[config.mk]
export PLATFORM = sky130hd
export DESIGN_NAME = pipe_hazard_ctrl_flat
export DESIGN_NICKNAME = d
export VERILOG_FILES = /design/src/rtl/pipe_pkg.sv /design/src/rtl/pipe_hazard_ctrl_if.sv /design/src/rtl/pipe_sb_slot.sv /design/src/rtl/pipe_hazard_ctrl.sv /design/src/flat_wrapper.sv
export SDC_FILE = /design/constraint.sdc
export NUM_CORES = 1
export LEC_CHECK = 0
export ABC_AREA = 0
export CAP_MARGIN = 15
export CORE_AREA = 2 2 82 92
export CTS_CLUSTER_SIZE = 14
export DETAILED_ROUTE_END_ITERATION = 8
export DIE_AREA = 0 0 84 94
export DONT_BUFFER_PORTS = 1
export SYNTH_ARGS = -nofsm -noshare
export SYNTH_HDL_FRONTEND = slang
export SYNTH_SLANG_ARGS = --single-unit
[constraint.sdc]
create_clock -name clk -period 4.48 [get_ports clk]
set_input_delay 1.12 -clock clk [delete_from_list [all_inputs] [get_ports clk]]
set_output_delay 1.12 -clock clk [all_outputs]
set_load 0.01 [all_outputs]
[src/rtl/pipe_pkg.sv]
// pipe_pkg: shared scoreboard entry type, bubble constant and select-width helper
package pipe_pkg;
  localparam int RAW_DEF = 5;
  localparam int RAW_MAX = 8;
  typedef struct packed {
    logic               valid;
    logic [RAW_MAX-1:0] rd;
    logic               regw;
    logic               load;
  } pipe_entry_t;
  localparam pipe_entry_t BUBBLE = '0;
  function automatic int fw_width(input int stages);
    return $clog2(stages + 1);
  endfunction
endpackage

[src/rtl/pipe_hazard_ctrl_if.sv]
// pipe_hazard_ctrl_if: decode-side request and hazard/forwarding response bundle
interface pipe_hazard_ctrl_if import pipe_pkg::*; #(
  parameter int STAGES = 3,
  parameter int RAW    = RAW_DEF,
  parameter int CNT_W  = 16
) ();
  localparam int FW = fw_width(STAGES);
  logic              id_valid;
  logic [RAW-1:0]    id_rs1;
  logic [RAW-1:0]    id_rs2;
  logic              id_use_rs1;
  logic              id_use_rs2;
  logic [RAW-1:0]    id_rd;
  logic              id_regw;
  logic              id_load;
  logic              flush;
  logic              stall;
  logic              issue;
  logic [FW-1:0]     fwd_sel_a;
  logic [FW-1:0]     fwd_sel_b;
  logic [STAGES-1:0] stage_valid;
  logic [RAW-1:0]    wb_rd;
  logic              wb_regw;
  logic [CNT_W-1:0]  stall_cnt;
  logic [CNT_W-1:0]  flush_cnt;
  modport master (
    output id_valid, id_rs1, id_rs2, id_use_rs1, id_use_rs2, id_rd, id_regw, id_load, flush,
    input  stall, issue, fwd_sel_a, fwd_sel_b, stage_valid, wb_rd, wb_regw, stall_cnt, flush_cnt
  );
  modport slave (
    input  id_valid, id_rs1, id_rs2, id_use_rs1, id_use_rs2, id_rd, id_regw, id_load, flush,
    output stall, issue, fwd_sel_a, fwd_sel_b, stage_valid, wb_rd, wb_regw, stall_cnt, flush_cnt
  );
endinterface

[src/rtl/pipe_sb_slot.sv]
// pipe_sb_slot: one scoreboard entry register with its two source-match comparators
module pipe_sb_slot import pipe_pkg::*; (
  input  logic               clk,
  input  logic               rst,
  input  pipe_entry_t        i_d,
  input  logic [RAW_MAX-1:0] i_rs1,
  input  logic [RAW_MAX-1:0] i_rs2,
  input  logic               i_use_rs1,
  input  logic               i_use_rs2,
  output pipe_entry_t        o_q,
  output logic               o_m1,
  output logic               o_m2
);
  pipe_entry_t r_q;
  // entry advances every cycle; reset empties it to a bubble
  always_ff @(posedge clk or posedge rst)
    if (rst) r_q <= BUBBLE;
    else     r_q <= i_d;
  assign o_q  = r_q;
  assign o_m1 = r_q.valid && r_q.regw && i_use_rs1 && (i_rs1 != '0) && (r_q.rd == i_rs1);
  assign o_m2 = r_q.valid && r_q.regw && i_use_rs2 && (i_rs2 != '0) && (r_q.rd == i_rs2);
endmodule

[src/rtl/pipe_hazard_ctrl.sv]
// pipe_hazard_ctrl: scoreboard-based load-use stall, operand forwarding and event counters
module pipe_hazard_ctrl import pipe_pkg::*; #(
  parameter int STAGES     = 3,
  parameter int RAW        = RAW_DEF,
  parameter int LOAD_READY = 2,
  parameter int CNT_W      = 16
) (
  input logic               clk,
  input logic               rst,
  pipe_hazard_ctrl_if.slave bus
);
  localparam int FW = fw_width(STAGES);
  pipe_entry_t        w_q [STAGES];
  pipe_entry_t        w_d [STAGES];
  logic [STAGES-1:0]  w_m1, w_m2, w_ld, w_sv;
  logic [RAW_MAX-1:0] w_rs1, w_rs2;
  logic               w_haz, w_stall, w_issue;
  logic [FW-1:0]      w_sel_a, w_sel_b;
  logic [CNT_W-1:0]   r_stall_cnt, r_flush_cnt;
  assign w_rs1 = RAW_MAX'(bus.id_rs1);
  assign w_rs2 = RAW_MAX'(bus.id_rs2);
  assign w_d[0] = w_issue ? pipe_entry_t'{valid: 1'b1, rd: RAW_MAX'(bus.id_rd), regw: bus.id_regw, load: bus.id_load} : BUBBLE;
  genvar i;
  for (i = 0; i < STAGES; i++) begin : g_slot
    if (i > 0) begin : g_chain
      assign w_d[i] = w_q[i-1];
    end
    if (i < LOAD_READY) begin : g_early
      assign w_ld[i] = w_q[i].load;
    end else begin : g_late
      assign w_ld[i] = 1'b0;
    end
    assign w_sv[i] = w_q[i].valid;
    pipe_sb_slot u_slot (
      .clk       (clk),
      .rst       (rst),
      .i_d       (w_d[i]),
      .i_rs1     (w_rs1),
      .i_rs2     (w_rs2),
      .i_use_rs1 (bus.id_use_rs1),
      .i_use_rs2 (bus.id_use_rs2),
      .o_q       (w_q[i]),
      .o_m1      (w_m1[i]),
      .o_m2      (w_m2[i])
    );
  end
  // youngest matching stage wins, so scan oldest to youngest and let later hits override
  always_comb begin
    w_sel_a = '0;
    w_sel_b = '0;
    for (int k = STAGES - 1; k >= 0; k--) begin
      w_sel_a = w_m1[k] ? FW'(k + 1) : w_sel_a;
      w_sel_b = w_m2[k] ? FW'(k + 1) : w_sel_b;
    end
  end
  assign w_haz   = |((w_m1 | w_m2) & w_ld);
  assign w_stall = bus.id_valid && !bus.flush && w_haz;
  assign w_issue = bus.id_valid && !bus.flush && !w_haz;
  // saturating stall/flush event counters
  always_ff @(posedge clk or posedge rst)
    if (rst) begin
      r_stall_cnt <= '0;
      r_flush_cnt <= '0;
    end else begin
      r_stall_cnt <= r_stall_cnt + CNT_W'(w_stall && !(&r_stall_cnt));
      r_flush_cnt <= r_flush_cnt + CNT_W'(bus.flush && bus.id_valid && !(&r_flush_cnt));
    end
  assign bus.stall       = w_stall;
  assign bus.issue       = w_issue;
  assign bus.fwd_sel_a   = w_sel_a;
  assign bus.fwd_sel_b   = w_sel_b;
  assign bus.stage_valid = w_sv;
  assign bus.wb_rd       = w_q[STAGES-1].rd[RAW-1:0];
  assign bus.wb_regw     = w_q[STAGES-1].valid && w_q[STAGES-1].regw;
  assign bus.stall_cnt   = r_stall_cnt;
  assign bus.flush_cnt   = r_flush_cnt;
endmodule

[src/flat_wrapper.sv]
// flat-port wrapper written by rule: the top's interface ports become plain ports
module pipe_hazard_ctrl_flat import pipe_pkg::*;
#(
  parameter int STAGES     = 3,
  parameter int RAW        = RAW_DEF,
  parameter int LOAD_READY = 2,
  parameter int CNT_W      = 16
)
  (clk, rst, bus_id_valid, bus_id_rs1, bus_id_rs2, bus_id_use_rs1, bus_id_use_rs2, bus_id_rd, bus_id_regw, bus_id_load, bus_flush, bus_stall, bus_issue, bus_fwd_sel_a, bus_fwd_sel_b, bus_stage_valid, bus_wb_rd, bus_wb_regw, bus_stall_cnt, bus_flush_cnt);
  pipe_hazard_ctrl_if #(.STAGES(STAGES), .RAW(RAW), .CNT_W(CNT_W)) bus_i ();
  input logic clk;
  input logic rst;
  input wire logic [$bits(bus_i.id_valid)-1:0] bus_id_valid;
  input wire logic [$bits(bus_i.id_rs1)-1:0] bus_id_rs1;
  input wire logic [$bits(bus_i.id_rs2)-1:0] bus_id_rs2;
  input wire logic [$bits(bus_i.id_use_rs1)-1:0] bus_id_use_rs1;
  input wire logic [$bits(bus_i.id_use_rs2)-1:0] bus_id_use_rs2;
  input wire logic [$bits(bus_i.id_rd)-1:0] bus_id_rd;
  input wire logic [$bits(bus_i.id_regw)-1:0] bus_id_regw;
  input wire logic [$bits(bus_i.id_load)-1:0] bus_id_load;
  input wire logic [$bits(bus_i.flush)-1:0] bus_flush;
  output wire logic [$bits(bus_i.stall)-1:0] bus_stall;
  output wire logic [$bits(bus_i.issue)-1:0] bus_issue;
  output wire logic [$bits(bus_i.fwd_sel_a)-1:0] bus_fwd_sel_a;
  output wire logic [$bits(bus_i.fwd_sel_b)-1:0] bus_fwd_sel_b;
  output wire logic [$bits(bus_i.stage_valid)-1:0] bus_stage_valid;
  output wire logic [$bits(bus_i.wb_rd)-1:0] bus_wb_rd;
  output wire logic [$bits(bus_i.wb_regw)-1:0] bus_wb_regw;
  output wire logic [$bits(bus_i.stall_cnt)-1:0] bus_stall_cnt;
  output wire logic [$bits(bus_i.flush_cnt)-1:0] bus_flush_cnt;
  assign bus_i.id_valid = bus_id_valid;
  assign bus_i.id_rs1 = bus_id_rs1;
  assign bus_i.id_rs2 = bus_id_rs2;
  assign bus_i.id_use_rs1 = bus_id_use_rs1;
  assign bus_i.id_use_rs2 = bus_id_use_rs2;
  assign bus_i.id_rd = bus_id_rd;
  assign bus_i.id_regw = bus_id_regw;
  assign bus_i.id_load = bus_id_load;
  assign bus_i.flush = bus_flush;
  assign bus_stall = bus_i.stall;
  assign bus_issue = bus_i.issue;
  assign bus_fwd_sel_a = bus_i.fwd_sel_a;
  assign bus_fwd_sel_b = bus_i.fwd_sel_b;
  assign bus_stage_valid = bus_i.stage_valid;
  assign bus_wb_rd = bus_i.wb_rd;
  assign bus_wb_regw = bus_i.wb_regw;
  assign bus_stall_cnt = bus_i.stall_cnt;
  assign bus_flush_cnt = bus_i.flush_cnt;
  pipe_hazard_ctrl #(.STAGES(STAGES), .RAW(RAW), .LOAD_READY(LOAD_READY), .CNT_W(CNT_W)) u_core (.clk(clk), .rst(rst), .bus(bus_i));
endmodule
==> results.json, run 1 <==
{
  "yosysWarnings": 0,
  "cts_setup_buffers": 0,
  "dieArea_um2": 7900,
  "max_stage_delay_ps": 660,
  "yosysTopAreaCellShare_pct": 53.3,
  "clk_path_buf_depth": 2,
  "hold_viol_final": 0,
  "hold_class": "flop to flop",
  "ys_ff_latch": 55,
  "tightest_slew_ps": 720,
  "start_kind": "input pin",
  "holdPathStages": 0,
  "syn_nets": 253,
  "grt_use_total_pct": 13.0,
  "r2r_setup_slack_ps": 1540,
  "grt_pass1_wl_mm": 8.21,
  "slew_viol_final": 0,
  "fin_skew_ps": 15.1,
  "endpoint_kind": "output pin",
  "vias_per_cell": 5.21,
  "powerDensity_nw_per_um2": 342,
  "grt_pass1_vias": 1701,
  "ys.flop_type": "dfrtp_1",
  "worstPathMaxFanout": 4,
  "cp.arrival_ps": 2690,
  "slew_headroom_pct": 51.6,
  "globalplace.congestion": 0.811,
  "crit_chain": "xnor2_1 -> nand4_1 -> nor4_1 -> o21ai_1 -> a21boi_0",
  "routed_wl_mm": 5.01,
  "grt_max_degree": 56,
  "async_flop_share_pct": 100,
  "routedWlPerCell_um": 16.1,
  "synth_area_leaders": "dfrtp_1 (53%), xnor2_1 (14%), xor2_1 (5.4%), nand2_1 (3.2%), nand3_1 (3.1%)",
  "worstSetupPathType": "input pin to output pin",
  "syn_area_per_cell_um2": 11.4,
  "overflow": 0,
  "cts_tree": "done",
  "synth-edff-count": 0,
  "initial_core_util_pct": 37.3,
  "core-area_um2": 6930,
  "hold_ws_ps": 384,
  "status": "finished, final reports clean",
  "cts.sinks": 55,
  "ys_seq_area_share_pct": 53.3,
  "min-delay-start": "u_core.g_slot[0].u_slot.o_q[1]$_DFF_PP0_",
  "min_to": "u_core.g_slot[1].u_slot.o_q[1]$_DFF_PP0_",
  "synth.distinct_cells": 29,
  "finalCritPeriodShare_pct": 85.1,
  "yosysTopAreaCell": "dfrtp_1",
  "cts_resized": 0,
  "fin_area_um2": 2730,
  "rows": 32,
  "critPathSlowestCell": "nor4_1",
  "syn_area_um2": 2580,
  "yosysMostFrequentCell": "dfrtp_1",
  "vias": 1624,
  "ant_nets": 0,
  "fin_crit_ps": 3810,
  "drcViolationCount": 0,
  "fmax_mhz": 262,
  "antenna_found_initial": 0,
  "drive_above_1_share_pct": 10.1,
  "placed_cell_area_um2": 2640,
  "worstReg2RegEnd": "u_core.bus.stall_cnt[14]$_DFF_PP0_",
  "ir_worst_vdd_v": 0.000237,
  "maxCapViolations": 0,
  "cts.reportedPaths.clkPinSlew_ps": 110,
  "die_width_um": 84,
  "rsz0062_at_grt": "no",
  "clockRootBuffer": "clkbuf_8",
  "finalSetupViolCount": 0,
  "finalNetCount": 253,
  "htree_levels": 2,
  "syn_to_final_growth_pct": 5.81,
  "ctsHoldBuffers": 0,
  "hpwlAfterDp_mm": 3.81,
  "cts_made_buffers": 5,
  "worstSkewPairLatency_ps": 310,
  "io_buffer_count": 0,
  "dp.cells": 304,
  "drt_pass1_iterations": 5,
  "synthTopCellsByCount": "dfrtp_1 (55), xnor2_1 (42), nand2_1 (22)",
  "r2r-start": "u_core.g_slot[0].u_slot.o_q[5]$_DFF_PP0_",
  "die_h_um": 94,
  "finalPower_mw": 0.934,
  "p_leak_nw": 1.23,
  "io_pins": 70,
  "antenna_cells": 0,
  "required_ps": 3360,
  "finalNonFillerCells": 312,
  "first_iter_violations": 67,
  "finalSetupTns_ps": 0,
  "syn_inst": 226,
  "r2r_cells": 11
}
==> how the worst max path moves through the flow <==
stage                       start         to  depth (start not counted)
floorplan           bus_id_rs2[0]  bus_issue                          5
global placement    bus_id_rs1[4]  bus_stall                          5
detailed placement  bus_id_rs1[4]  bus_stall                          5
CTS                 bus_id_rs1[4]  bus_stall                          5
global route        bus_id_rs2[2]  bus_stall                          5
finish              bus_id_rs2[3]  bus_stall                          5
==> kinds of logic (layout without fill, tap and decap cells) <==
kind of cell	count (synthesis)	after routing	share of synthesized area, %
XOR/XNOR	58	58	19.7
AND/OR/NAND/NOR	84	84	18.2
AO/OA/AOI/OAI	12	12	3.87
adder cells (fa/ha/maj)	4	4	1.94
flip-flops	55	55	53.3
buffers and inverters	13	14	3.05
==> critical path, delay by kind of cell <==
family / cells / cell delay (ps)
AO/OA/AOI/OAI: 2 / 650
XOR/XNOR: 1 / 130
AND/OR/NAND/NOR: 2 / 790
==> cell type report <==
cell class / count / area, um2
Tap cell: 85 / 106
Timing Repair Buffer: 2 / 15.0
Clock inverter: 3 / 23.8
Inverter: 4 / 15.0
Multi-Input combinational cell: 158 / 1130
Fill cell: 677 / 4190
Clock buffer: 5 / 68.8
Sequential cell: 55 / 1380
==> layout by cell type (no fill, tap or decap), types with 2 or more instances in the layout <==
cell,netlist,routed
xnor2_1,42,42
o21ai_2,2,2
nor2_1,8,8
and3_1,7,7
nand3_1,16,16
clkinvlp_4,0,2
a21oi_1,2,2
dfrtp_1,55,55
nor3_2,7,7
nand4_1,8,8
inv_1,4,3
nand2_1,22,22
and4_1,2,2
xor2_1,16,16
buf_4,8,2
ha_1,4,4
o21a_4,2,2
nor2b_1,2,2
and2_1,2,2
nor4_1,5,5
or4_1,3,3
clkbuf_8,0,5
==> flip-flops by register name (all words and copies together), names as in the netlist <==
signal and flops:
u_core.g_slot.u_slot.o_q 23, u_core.bus.stall_cnt 16, u_core.bus.flush_cnt 16
==> per-stage QoR <==
| stage | worst slack (ps) | utilization (%) |
|---|---|---|
| final | 667 | 39.5 |
| after global routing | 445 | 39.5 |
| after CTS | 640 | 39.5 |
| after detailed placement | 653 | 38.1 |
| after global placement | 703 | 38.1 |
| after floorplan | 999 | - |
==> layer usage <==
metal	vias to the layer above	share of wire (%)	GRT usage [%]	wire length [um]
met5	-	0	0	0
met4	0	1.4	4.44	71
met3	5	7.2	3.78	359
met2	61	49	21.5	2440
met1	799	43	16.4	2140
li1	759	-	-	-
==> where the power goes <==
group	leakage (nW)	internal [mW]	switching, mW
registers	0.745	0.529	0.0562
clock network	0.0408	0.112	0.167
logic	0.440	0.0350	0.0342
Power figures use the tool's default switching activity.
==> run 2, diff against run 1 <==
- MAX_ROUTING_LAYER: unset -> met4
==> run 2 against run 1 <==
  * Clock-buffer cell count grew 1
  * Total power shrank 1.8%
  * Non-clock buffer count is the same
  * Clock power shrank 6%
  * Via count shrank 2.3%
  * Clock skew shrank 8.7 ps
  * Sequential share of layout area grew 0.14 points
  * Maximum frequency is essentially flat
  * Utilization shrank 0.11 points
  * Critical endpoint unchanged
==> results.json, run 2 (same netlist as run 1, synthesis figures left out) <==
{
  "status": "finished, final reports clean",
  "rsz0062_at_grt": "no",
  "clockRootBuffer": "clkbuf_8",
  "drt_pass1_iterations": 4,
  "cp.arrival_ps": 2690,
  "max_stage_delay_ps": 670,
  "maxCapViolations": 0,
  "final_common_cell": "dfrtp_1",
  "cts_resized": 0,
  "crit_family": "simple AND/OR/NAND/NOR gates",
  "ir_worst_vdd_v": 0.000207,
  "initial_core_util_pct": 37.3,
  "routed_wl_mm": 5.08,
  "largest_reg_flops": 23,
  "finalNetCount": 253,
  "grtUsageMet2_pct": 23.7,
  "endpoint_kind": "output pin",
  "htree_levels": 2,
  "fmax_mhz": 262,
  "required_ps": 3360,
  "cts.sinks": 55,
  "start_kind": "input pin",
  "io_buffer_count": 0,
  "globalplace.congestion": 0.812,
  "grt.busiest_layer": "met2",
  "cts_tree": "done",
  "slew_viol_final": 0,
  "routedWlPerCell_um": 16.3,
  "grtUsageMet1_pct": 16.7,
  "vias_per_cell": 5.09,
  "antenna_cells": 0,
  "clk_path_buf_depth": 2,
  "p_leak_nw": 1.23,
  "drcViolationCount": 0,
  "rows": 32,
  "tightest_slew_ps": 757,
  "r2r_setup_slack_ps": 1570,
  "layout_common_cells": "dfrtp_1 (55), xnor2_1 (42), nand2_1 (22)",
  "hold_viol_final": 0,
  "crit_buf_inv": 0,
  "worstSkewPairLatency_ps": 300,
  "fin_crit_ps": 3810,
  "dieArea_um2": 7900,
  "syn_to_final_growth_pct": 5.52,
  "cts_made_buffers": 5,
  "finalCritPeriodShare_pct": 85.1,
  "die_h_um": 94,
  "cts_setup_buffers": 0,
  "n_fill_cell": 695,
  "hpwlAfterDp_mm": 3.88,
  "cts.reportedPaths.clkPinSlew_ps": 100,
  "worstPathMaxFanout": 4,
  "antenna_found_initial": 0,
  "finalPower_mw": 0.918,
  "die_width_um": 84,
  "core-area_um2": 6930,
  "slew_headroom_pct": 49.1,
  "critPathSlowestCell": "nor4_1",
  "worstSetupPathType": "input pin to output pin",
  "overflow": 0,
  "grt_pass1_vias": 1752,
  "powerDensity_nw_per_um2": 337,
  "crit_chain": "xnor2_1 -> nand4_1 -> nor4_1 -> o21ai_1 -> a21boi_0",
  "finalSetupTns_ps": 0,
  "vias": 1587,
  "grt_pass1_wl_mm": 8.59,
  "finalSetupViolCount": 0,
  "fin_skew_ps": 6.48,
  "drive_above_1_share_pct": 9.69,
  "grt_use_total_pct": 14.1,
  "io_pins": 70,
  "grt_max_degree": 56,
  "ant_nets": 0,
  "use_met3_pct": 3.69,
  "hold_class": "flop to flop",
  "first_iter_violations": 63,
  "ctsHoldBuffers": 0
}
==> run 2: changes by cell type in the layout (fill, tap and decap cells not counted) <==
cell / previous run / this run
clkinv_2: 0 / 1
inv_6: 1 / 0
clkbuf_1: 0 / 1
clkinvlp_4: 2 / 1
==> run 2: where the power goes <==
| part | internal [mW] | leakage, nW | switching, mW |
|---|---|---|---|
| combinational | 0.0348 | 0.440 | 0.0339 |
| sequential | 0.529 | 0.745 | 0.0562 |
| clock | 0.110 | 0.0412 | 0.154 |
| total | 0.673 | 1.23 | 0.244 |
==> run 2: per-stage QoR <==
stage	worst slack [ps]	cell area (um2)	std cells	hold slack [ps]	util (%)
finish	667	2730	312	380	39.4
global route	538	2730	312	388	39.4
CTS	654	2730	312	382	39.4
detailed placement	662	2640	304	360	38.1
global placement	694	2640	304	358	38.1
floorplan	999	2580	226	354	-
==> run 2: per-layer routing <==
metal,routed length [um],vias to the layer above
met2,2560,52
met3,291,5
li1,-,760
met4,78,0
met5,0,-
met1,2140,770
==> run 2: cell type report <==
type / instances / area, um2 / share of cell area (%)
clock inverters: 2 / 12.5 / 0.459
inverters: 4 / 15.0 / 0.551
multi-input cells: 158 / 1130 / 41.4
clock buffers: 6 / 72.6 / 2.66
repair buffers: 2 / 15.0 / 0.551
flip-flops and latches: 55 / 1380 / 50.5
well taps: 85 / 106 / 3.90
==> run 2: final timing paths <==
path                            cells after the start                                  endpoint                                startpoint
worst max-delay path                                5                                 bus_stall                             bus_id_rs2[3]
worst min-delay path                                0  u_core.g_slot[1].u_slot.o_q[1]$_DFF_PP0_  u_core.g_slot[0].u_slot.o_q[1]$_DFF_PP0_
worst max register to register                     11        u_core.bus.stall_cnt[12]$_DFF_PP0_  u_core.g_slot[0].u_slot.o_q[6]$_DFF_PP0_
worst min register to register                      0  u_core.g_slot[1].u_slot.o_q[1]$_DFF_PP0_  u_core.g_slot[0].u_slot.o_q[1]$_DFF_PP0_
max in group asynchronous                           2  u_core.g_slot[1].u_slot.o_q[6]$_DFF_PP0_                                       rst
min in group asynchronous                           2         u_core.bus.flush_cnt[5]$_DFF_PP0_                                       rst
==> run 3, diff against run 2 <==
- CORE_AREA: 2 2 82 92 -> 10 10 90 100
- DIE_AREA: 0 0 84 94 -> 0 0 100 110
- RECOVER_POWER: unset -> 100
==> run 3 against run 2 <==
  * Largest cell class unchanged
  * Flip-flop and latch count stayed put
  * Utilization up 0.20 points
  * Die area up 39%
  * The flow now finishes with violations (max-capacitance violations, max-slew violations)
  * Total power up 13%
  * Design area rose by 0.51%
==> results.json, run 3 (same netlist as run 1, synthesis figures left out) <==
{
  "status": "complete, but fails checks",
  "violations": "max-capacitance violations, max-slew violations",
  "cts_setup_buffers": 0,
  "ctsHoldBuffers": 0,
  "dieArea_um2": 11000,
  "syn_to_final_growth_pct": 6.05,
  "r2r-start": "u_core.g_slot[1].u_slot.o_q[4]$_DFF_PP0_",
  "die_width_um": 100,
  "largest_reg_flops": 23,
  "initial_core_util_pct": 37.3,
  "clockRootBuffer": "clkbuf_8",
  "rsz0062_at_grt": "no",
  "hold_class": "flop to flop",
  "endpoint_kind": "output pin",
  "clk_path_buf_depth": 2,
  "cts_tree": "done",
  "internal_power_mw": 0.786,
  "p_switching_mw": 0.251,
  "antenna_found_initial": 0,
  "p_seq_share_pct": 56.6,
  "routed_wl_mm": 5.66,
  "htree_levels": 2,
  "power_frac_clock_pct": 36.8,
  "p_leak_nw": 1.23,
  "startpoint": "bus_id_rs1[0]",
  "switching_share_pct": 24.2,
  "grt_use_total_pct": 10.6,
  "core-area_um2": 6930,
  "required_ps": 3360,
  "grt_pass1_vias": 1665,
  "grt_max_degree": 34,
  "io_pins": 70,
  "worstSetupPathType": "input pin to output pin",
  "finalCritPeriodShare_pct": 87.6,
  "cts.reportedPaths.clkPinSlew_ps": 100,
  "routedWlPerCell_um": 18.1,
  "io_buffer_count": 0,
  "ir_worst_vdd_v": 0.000236,
  "hpwlAfterDp_mm": 4.48,
  "rows": 32,
  "globalplace.congestion": 0.799,
  "cts.sinks": 55,
  "pwr-share-comb_pct": 6.6,
  "overflow": 0,
  "antenna_cells": 0,
  "cts_made_buffers": 5,
  "layout_common_cells": "dfrtp_1 (55), xnor2_1 (42), nand2_1 (22)",
  "powerDensity_nw_per_um2": 378,
  "slew_headroom_pct": -12.2,
  "hold_viol_final": 0,
  "drt_pass1_iterations": 4,
  "n_fill_cell": 689,
  "fin_area_um2": 2740,
  "worstPathMaxFanout": 4,
  "finalNetCount": 254,
  "vias_per_cell": 5.11,
  "tightest_slew_ps": 1680,
  "fmax_mhz": 255,
  "cp.arrival_ps": 2810,
  "finalSetupTns_ps": 0,
  "start_kind": "input pin",
  "ant_nets": 0,
  "slew_viol_final": 34,
  "worstSkewPairLatency_ps": 310,
  "min-delay-start": "u_core.g_slot[0].u_slot.o_q[1]$_DFF_PP0_",
  "fin_skew_ps": 12.8,
  "drcViolationCount": 0,
  "final_common_cell": "dfrtp_1",
  "cts_resized": 0,
  "finalSetupViolCount": 0,
  "maxCapViolations": 1,
  "placed_cell_area_um2": 2650,
  "first_iter_violations": 44,
  "drive_above_1_share_pct": 6.14,
  "die_h_um": 110,
  "fin_crit_ps": 3930,
  "grt_pass1_wl_mm": 8.93,
  "vias": 1599
}
-- run 3: cell types whose count changed in the layout (fill, tap and decap cells not counted), sizes merged --
| cell | change |
|---|---|
| buf | -1 |
| bufinv | +2 |
| clkbuf | +1 |
| clkinv | -1 |
-- run 3: final cells by class --
| cell class | count | area (um2) | area share (%) |
|---|---|---|---|
| Clock buffer | 5 | 68.8 | 2.51 |
| Clock inverter | 3 | 67.6 | 2.47 |
| Inverter | 4 | 15.0 | 0.548 |
| Multi-Input combinational cell | 158 | 1090 | 39.8 |
| Sequential cell | 55 | 1380 | 50.2 |
| Tap cell | 85 | 106 | 3.88 |
| Timing Repair Buffer | 3 | 15.0 | 0.548 |
-- run 3: worst paths after layout --
check | endpoint | slack (ps) | cells past startpoint
hold / removal | u_core.g_slot[1].u_slot.o_q[1]$_DFF_PP0_ | 380 | 0
setup reg to reg | u_core.bus.stall_cnt[10]$_DFF_PP0_ | 1600 | 11
hold reg to reg | u_core.g_slot[1].u_slot.o_q[1]$_DFF_PP0_ | 380 | 0
max in group asynchronous | u_core.g_slot[1].u_slot.o_q[5]$_DFF_PP0_ | 1560 | 2
setup / recovery | bus_issue | 550 | 5
min in group asynchronous | u_core.bus.stall_cnt[10]$_DFF_PP0_ | 870 | 1
-- run 3: routing by layer --
layer  share of wire (%)  global-route usage, %  vias to the layer above
met1                  38                   11.4                      776
met4                 1.5                   4.24                        0
met5                   0                      -                        -
met3                 9.9                   4.23                        9
li1                    -                      -                      759
met2                  50                   17.2                       55
-- run 3: worst max-delay path, stage by stage --
cell and delay [ps]:
or4_1 500, o21ai_0 400, nor4_1 180, o21ai_0 300, and3_1 310
-- run 3: stage by stage --
step	instances	util (%)	power, mW	setup slack, ps	hold slack (ps)
after floorplan	226	-	0.647	999	354
after global placement	305	38.2	0.666	683	357
after detailed placement	305	38.2	0.669	643	361
after CTS	313	40.2	1.05	614	385
after global routing	313	39.6	1.09	448	404
final	313	39.6	1.04	554	384
-- run 3: power by group through the flow --
stage                     Clock [mW]  Sequential [mW]  Combinational [mW]
after floorplan                    0            0.582              0.0645
after global placement             0            0.597              0.0692
after detailed placement           0            0.597              0.0713
after CTS                      0.394            0.587              0.0716
after global routing           0.412            0.594              0.0794
final                          0.381            0.587              0.0686
